[src/rtl/fetch_ctrl_pkg.sv]
// Shared definitions for the instruction-fetch controller: FSM states and
// fetch granularity.
package fetch_ctrl_pkg;

    typedef enum logic {
        FETCH = 1'b0,
        MISS  = 1'b1
    } fetch_state_e;

    localparam int INSTR_BYTES = 4;

endpackage

[src/rtl/fetch_ctrl_if.sv]
// Signal bundle between the fetch controller and its neighbours: the i-cache,
// the IF_ID register, and the hazard/branch logic.
interface fetch_ctrl_if #(
    parameter int ADDR_W     = 32,
    parameter int MISS_CNT_W = 16
);
    logic                  icache_hit;
    logic                  icache_req;
    logic [ADDR_W-1:0]     icache_addr;
    logic                  icache_ready;
    logic                  id_stall;
    logic                  br_taken;
    logic [ADDR_W-1:0]     br_target;
    logic [ADDR_W-1:0]     pc;
    logic [ADDR_W-1:0]     next_pc;
    logic                  ifid_we;
    logic                  ifid_flush;
    logic                  ifid_hit;
    logic [MISS_CNT_W-1:0] miss_count;

    modport master (
        input  icache_hit, icache_ready, id_stall, br_taken, br_target,
        output icache_req, icache_addr, pc, next_pc, ifid_we, ifid_flush,
               ifid_hit, miss_count
    );

    modport slave (
        output icache_hit, icache_ready, id_stall, br_taken, br_target,
        input  icache_req, icache_addr, pc, next_pc, ifid_we, ifid_flush,
               ifid_hit, miss_count
    );
endinterface

[src/rtl/fetch_ctrl_sat_counter.sv]
// Up-counter that sticks at all-ones instead of wrapping.
module sat_counter #(
    parameter int W = 16
) (
    input  logic         clk,
    input  logic         clr,
    input  logic         inc,
    output logic [W-1:0] q
);

    always_ff @(posedge clk) begin
        if (clr) begin
            q <= '0;
        end else if (inc && (q != '1)) begin
            q <= q + 1'b1;
        end
    end

endmodule

[src/rtl/fetch_ctrl.sv]
// IF-stage sequencer: owns the PC, turns i-cache hit/miss into IF_ID load or
// bubble control, runs the refill handshake and applies redirects and stalls.
module fetch_ctrl
    import fetch_ctrl_pkg::*;
#(
    parameter int                ADDR_W     = 32,
    parameter logic [ADDR_W-1:0] RESET_PC   = '0,
    parameter int                MISS_CNT_W = 16
) (
    input  logic         clk,
    input  logic         rst,
    fetch_ctrl_if.master bus
);

    fetch_state_e      state, state_nxt;
    logic [ADDR_W-1:0] pc_r, pc_nxt;
    logic [ADDR_W-1:0] miss_addr, miss_addr_nxt;
    logic              req_r, req_nxt;
    logic              miss_inc;
    logic              we, flush;

    always_ff @(posedge clk) begin
        if (rst) begin
            state     <= FETCH;
            pc_r      <= RESET_PC;
            req_r     <= 1'b0;
            miss_addr <= '0;
        end else begin
            state     <= state_nxt;
            pc_r      <= pc_nxt;
            req_r     <= req_nxt;
            miss_addr <= miss_addr_nxt;
        end
    end

    always_comb begin
        state_nxt     = state;
        pc_nxt        = pc_r;
        miss_addr_nxt = miss_addr;
        req_nxt       = req_r;
        we            = 1'b0;
        flush         = 1'b0;
        miss_inc      = 1'b0;
        case (state)
            FETCH: begin
                if (bus.br_taken) begin
                    pc_nxt = bus.br_target;
                    flush  = 1'b1;
                end else if (bus.id_stall) begin
                    // IF_ID holds; nothing advances
                end else if (bus.icache_hit) begin
                    pc_nxt = pc_r + ADDR_W'(INSTR_BYTES);
                    we     = 1'b1;
                end else begin
                    flush         = 1'b1;
                    miss_addr_nxt = pc_r;
                    req_nxt       = 1'b1;
                    miss_inc      = 1'b1;
                    state_nxt     = MISS;
                end
            end
            MISS: begin
                // A redirect lands in pc but the refill of miss_addr still completes.
                flush = bus.br_taken | ~bus.id_stall;
                if (bus.br_taken) begin
                    pc_nxt = bus.br_target;
                end
                if (bus.icache_ready) begin
                    req_nxt   = 1'b0;
                    state_nxt = FETCH;
                end
            end
            default: state_nxt = FETCH;
        endcase
    end

    sat_counter #(
        .W(MISS_CNT_W)
    ) u_miss_cnt (
        .clk(clk),
        .clr(rst),
        .inc(miss_inc),
        .q  (bus.miss_count)
    );

    assign bus.pc          = pc_r;
    assign bus.next_pc     = pc_r + ADDR_W'(INSTR_BYTES);
    assign bus.icache_req  = req_r;
    assign bus.icache_addr = miss_addr;
    assign bus.ifid_we     = we;
    assign bus.ifid_flush  = flush;
    assign bus.ifid_hit    = bus.icache_hit & we;

endmodule

[src/flat_wrapper.sv]
// flat-port wrapper written by rule: the top's interface ports become plain ports
module fetch_ctrl_flat import fetch_ctrl_pkg::*;
#(
    parameter int                ADDR_W     = 32,
    parameter logic [ADDR_W-1:0] RESET_PC   = '0,
    parameter int                MISS_CNT_W = 16
)
  (clk, rst, bus_icache_hit, bus_icache_ready, bus_id_stall, bus_br_taken, bus_br_target, bus_icache_req, bus_icache_addr, bus_pc, bus_next_pc, bus_ifid_we, bus_ifid_flush, bus_ifid_hit, bus_miss_count);
  fetch_ctrl_if #(.ADDR_W(ADDR_W), .MISS_CNT_W(MISS_CNT_W)) bus_i ();
  input  logic clk;
  input  logic rst;
  input wire logic [$bits(bus_i.icache_hit)-1:0] bus_icache_hit;
  input wire logic [$bits(bus_i.icache_ready)-1:0] bus_icache_ready;
  input wire logic [$bits(bus_i.id_stall)-1:0] bus_id_stall;
  input wire logic [$bits(bus_i.br_taken)-1:0] bus_br_taken;
  input wire logic [$bits(bus_i.br_target)-1:0] bus_br_target;
  output wire logic [$bits(bus_i.icache_req)-1:0] bus_icache_req;
  output wire logic [$bits(bus_i.icache_addr)-1:0] bus_icache_addr;
  output wire logic [$bits(bus_i.pc)-1:0] bus_pc;
  output wire logic [$bits(bus_i.next_pc)-1:0] bus_next_pc;
  output wire logic [$bits(bus_i.ifid_we)-1:0] bus_ifid_we;
  output wire logic [$bits(bus_i.ifid_flush)-1:0] bus_ifid_flush;
  output wire logic [$bits(bus_i.ifid_hit)-1:0] bus_ifid_hit;
  output wire logic [$bits(bus_i.miss_count)-1:0] bus_miss_count;
  assign bus_i.icache_hit = bus_icache_hit;
  assign bus_i.icache_ready = bus_icache_ready;
  assign bus_i.id_stall = bus_id_stall;
  assign bus_i.br_taken = bus_br_taken;
  assign bus_i.br_target = bus_br_target;
  assign bus_icache_req = bus_i.icache_req;
  assign bus_icache_addr = bus_i.icache_addr;
  assign bus_pc = bus_i.pc;
  assign bus_next_pc = bus_i.next_pc;
  assign bus_ifid_we = bus_i.ifid_we;
  assign bus_ifid_flush = bus_i.ifid_flush;
  assign bus_ifid_hit = bus_i.ifid_hit;
  assign bus_miss_count = bus_i.miss_count;
  fetch_ctrl #(.ADDR_W(ADDR_W), .RESET_PC(RESET_PC), .MISS_CNT_W(MISS_CNT_W)) u_core (.clk(clk), .rst(rst), .bus(bus_i));
endmodule
[config.mk]
export PLATFORM = sky130hd
export DESIGN_NAME = fetch_ctrl_flat
export DESIGN_NICKNAME = d
export VERILOG_FILES = /design/src/rtl/fetch_ctrl_pkg.sv /design/src/rtl/fetch_ctrl_if.sv /design/src/rtl/fetch_ctrl_sat_counter.sv /design/src/rtl/fetch_ctrl.sv /design/src/flat_wrapper.sv
export SDC_FILE = /design/constraint.sdc
export NUM_CORES = 1
export LEC_CHECK = 0
export ABC_AREA = 1
export ABC_CLOCK_PERIOD_IN_PS = 3400
export CAP_MARGIN = 20
export CORE_MARGIN = 2
export CORE_UTILIZATION = 49
export CTS_CLUSTER_SIZE = 24
export DETAILED_ROUTE_END_ITERATION = 16
export GPL_TIMING_DRIVEN = 0
export PLACE_DENSITY = 0.86
export SLEW_MARGIN = 20
export SYNTH_ARGS = -nofsm -noshare
export SYNTH_HDL_FRONTEND = slang
export SYNTH_SLANG_ARGS = --single-unit
[constraint.sdc]
create_clock -name clk -period 3.4 [get_ports clk]
set_clock_uncertainty 0.15 [all_clocks]
set_input_delay 0.34 -clock clk [delete_from_list [all_inputs] [get_ports clk]]
set_output_delay 0.34 -clock clk [all_outputs]
set_load 0.005 [all_outputs]
# --- Word level (Yosys, flattened, before mapping) ---
# Cells that the tools add are included.
totals:
  out_inout_bits: 116
  regBits: 82
  input_bits: 38
  wordCells: 47
classes:
  bitwise: 6
  reduce_logical: 4
  muxes: 22
  n_eq_ne: 8
  addsub: 2
ops:
  columns: ["op", "count"]
  rows:
  - ["$mux W32", 4]
  - ["$pmux W32 S2", 1]
  - ["$add A32 B3 Y32 const B", 1]
  - ["$add A16 B1 Y16 const B", 1]
  - ["$ne A16 B16 Y1 const B", 1]
  - ["$mux W1", 14]
  - ["$ne A2 B2 Y1 const B", 5]
  - ["$reduce_and A4 Y1", 2]
  - ["$ne A3 B3 Y1 const B", 2]
  - ["$pmux W1 S2", 3]
  - ["$not A1 Y1", 4]
  - ["$reduce_and A3 Y1", 1]
  - ["$and A1 B1 Y1", 1]
  - ["$logic_and A1 B1 Y1", 1]
  - ["$or A1 B1 Y1", 1]

# --- Logic depth before layout (Yosys ltp) ---
# Gate-level depths: netlist of run 1.
depth:
  ltp_word: 5
  depth_mapped: 10
  mapped_depth_nobuf: 10

# --- Cells and area by module ---
# Synthesis of run 1 repeated with hierarchy kept, for this count alone.
hier_totals:
  cells_unflattened: 648
  hier_area_um2: 4374.2
by_module_without_submodules:
  columns: ["module", "area_per_inst_um2", "instances", "seq_area_each_um2", "cells_per_inst"]
  rows:
  - ["fetch_ctrl", 3444.6, 1, 1321.3, 499]
  - ["sat_counter", 929.6, 1, 320.3, 149]

# --- Least setup slack after synthesis of run 1 ---
# No wires, ideal clock.
synth_timing:
  kind: "reg-to-output"
  startpoint: "register u_core.pc_r[3], in the netlist u_core.bus.pc[3]"
  endpoint: "output bus_next_pc[20]"
  path_stages_with_launch: 8
  slack_ns: 1.618
  arrival_time_ns: 1.292
  path_cell_list: "dfxtp_1 ha_1 nand2_1 nor2_2 nand2_2 nor2_4 nand3_1 and2_1"
synth_via:
  elab_chain_cells: 1
synth_lines:
  columns: ["element", "line_no", "rtl"]
  rows:
  - ["from (decl)", "fetch_ctrl.sv:16", "logic [ADDR_W-1:0] pc_r, pc_nxt;"]
  - ["from (signal assigned)", "fetch_ctrl.sv:30", "pc_r <= pc_nxt;"]
  - ["$add A32 B3 Y32", "fetch_ctrl.sv:87", "assign bus.next_pc = pc_r + ADDR_W'(INSTR_BYTES);"]
  - ["to (decl)", "flat_wrapper.sv:20", "output wire logic [$bits(bus_i.next_pc)-1:0] bus_next_pc;"]
# Every way passes these cells.

# --- Worst setup path after layout of run 1 ---
layout_timing:
  startpoint: "register u_core.pc_r[3], in the netlist u_core.bus.pc[3]"
  endpoint: "output bus_next_pc[24]"
# Same word-level chain as after synthesis.

==> results of run 1 <==
[area by class of cell]
cell class                 count  area [µm²]  area share [%]
multi-input combinational    493        2390            38.8
clock inverter                 6        48.8           0.792
clock buffer                  10         138            2.23
buffer                        30         145            2.36
sequential                    82        1640            26.6
inverter                      38         143            2.32
tap                          108         135            2.19
timing repair buffer         152        1520            24.7
[path summary, 6_finish.rpt]
path | from | to | slack [ns]
setup / recovery | u_core.bus.pc[3]$_SDFFE_PP0P_ | bus_next_pc[24] | 0.41
hold / removal | rst | u_core.u_miss_cnt.q[15]$_SDFFE_PP0P_ | 0.20
setup reg to reg | u_core.u_miss_cnt.q[0]$_SDFFE_PP0P_ | u_core.u_miss_cnt.q[12]$_SDFFE_PP0P_ | 1.31
hold reg to reg | u_core.bus.icache_req$_SDFFE_PP0P_ | u_core.bus.icache_req$_SDFFE_PP0P_ | 0.33
[per-layer routing]
| metal | track usage (%) | up-vias | routed length, µm |
|---|---|---|---|
| met5 | 0 | - | 0 |
| met4 | 8.97 | 0 | 374 |
| met3 | 5.01 | 33 | 900 |
| met2 | 48.6 | 213 | 6720 |
| met1 | 39.8 | 2283 | 6560 |
| li1 | - | 2406 | - |
[state kept, by name (all words and copies together) (netlist names)]
register / cells
u_core.u_miss_cnt.q: 16
u_core.bus.icache_req: 1
u_core.state: 1
u_core.bus.icache_addr: 32
u_core.bus.pc: 32
[cells by family after synthesis]
group / synth area share (%)
flops: 38.0
simple gates: 31.1
buf+inv: 6.66
mux: 0.232
compound gates: 17.8
xor+xnor: 5.56
fa+ha+maj: 0.579
[through the flow]
step                      power, mW  hold WS, ns  instances  setup slack [ns]  utilization, %
after floorplan                1.27        0.310        643              1.62               -
after global placement         1.55        0.304        903             0.872            69.2
after detailed placement       1.56        0.320        903             0.786            69.2
after CTS                      2.24        0.203        919             0.444            71.3
after global routing           2.33        0.221        919             0.323            71.3
final                          2.24        0.202        919             0.412            71.3
[power by group]
part           switching, mW  total (mW)  internal, mW
Sequential            0.0682        1.08          1.01
Clock                  0.404       0.696         0.292
Combinational          0.211       0.464         0.252
Total                  0.684        2.24          1.56
[synth_stat cells]
master    count  share of area [%]
buf_4         2               0.35
nor3_1        4               0.46
nand2_1     165                 14
nor2_4        6                1.6
buf_1         1              0.087
a21oi_1      81                9.4
dfxtp_1      82                 38
inv_2         3               0.26
o21ai_4       1               0.38
xnor2_1       6                1.2
mux2i_1       1               0.23
nand3_1      18                2.1
xor2_1       14                2.8
nand4_1       4               0.58
a31oi_1       2               0.29
clkbuf_1     17                1.5
nand2_2       6               0.87
and2_1        4               0.58
nor2_1       93                8.1
ha_1          2               0.58
o21ai_0      67                7.8
nand2_4       1               0.26
buf_2         8               0.93
clkinv_1      1              0.087
xor2_2        4                1.5
nor2_2        7                1.0
nor3_2        1               0.23
nor3b_1       1               0.17
inv_1        34                3.0
nand3b_1      5               0.87
buf_6         2               0.52
==> results.cfg, run 1 <==
[status]
status = complete, no violations

[floorplan]
initial_utilization_pct = 50.0
die_h_um = 97.9
dieArea_um2 = 9580
core_area_um2 = 8640
ios = 154
std_cell_rows = 34
die_w_um = 97.9

[synthesis]
synth_nets = 683
ys_types = 31
synth-seq-area-share_pct = 38.0
yosys_warnings = 0
netlist_area_um2 = 4320
syn-instance-count = 643
ys_seq_elements = 82
synth_area_per_cell_um2 = 6.72

[hold_path]
hp-class = in2reg
hold_depth = 2

[placed_design]
post_dp_cell_area_um2 = 5970
dp_hpwl_mm = 11.4
gp_congestion = 0.998
portBuffers = 152

[clocking]
cts_tree = done
clk_pin_slew_ns = 0.09
htree_num_levels = 3
ctsResizeCount = 0
hold_buffers = 0
cts_inserted_buffers = 9
postCtsSetupBuffers = 0
clock_path_buffers = 2
clk_latency_ns = 0.37
clkSinkCount = 82
ctsRootBufferMaster = clkbuf_8

[routing]
drtPass1Iterations = 5
routedWlPerCell_um = 15.8
drcViolationCount = 0
routed_via_density = 5.37
vias = 4935
drt_wl_total_mm = 14.6
drt_iter0_drc = 325
drtAntennaViolNets = 0

[worst_setup_path]
worstPathRequired_ns = 2.91
cp.depth = 9
worstSetupPathType = reg2out
r2r_cells = 9
cpMaxStageDelayCell = clkdlybuf4s50_1
path_buf_inv = 1
worstSetupStartpointType = flop
crit_top_cell = nand2_1
crit_arrival_ns = 2.50
crit_fanout = 5
worst_setup_path_end_kind = primary output
cp_top_family = simple AND/OR/NAND/NOR gates
max_stage_delay_ns = 0.50
worstPathCellList = ha_1 -> nand2_1 -> nor2_2 -> nand2_1 -> nor2_2 -> nand2_1 -> nand2_1 -> and2_1 -> clkdlybuf4s50_1

[timing]
fin_crit_ns = 2.99
fin_tns_setup_ns = 0
tightestPinTransition_ns = 0.586
maxSlewHeadroom_pct = 61.0
fmax_mhz = 335
setup_viol = 0
finalCritPeriodShare_pct = 87.9
finalHoldViolCount = 0
rsz0062_at_grt = false
final_max_slew_viol_count = 0

[power]
power_density_nw_per_um2 = 364
peakVddDrop_uv = 311
leakagePower_nw = 2.29

[global_routing]
grt_pass1_vias = 4583
grt_pass1_wl_mm = 22.8
antenna_found_initial = 0
grt_usage_pct = 29.5
grt_overflow_total = 0
grt_max_degree = 16

[run]
drv_cap = 0

[layout]
drive_above_1_share_pct = 7.03
antenna_cells = 0
mostFrequentLayoutCell = nand2_1
num-fill-cells = 705
area.growth.synth_to_final_pct = 42.7
mostFrequentLayoutCells = nand2_1 (165), clkdlybuf4s50_1 (152), nor2_1 (93)
nNetsFinal = 846
fin_area_um2 = 6160
No activity file was read; power rests on OpenSTA's default activity.
==> run 2: changes to the inputs <==
SLEW_MARGIN = default   (was 20)
==> results of run 2 <==
No change in the layout: final DEF, timing and power equal those of run 1.
==> run 3: changes to the inputs <==
SLEW_MARGIN = 20   (was default)
==> results of run 3 <==
No change in the layout: final DEF, timing and power equal those of run 1.
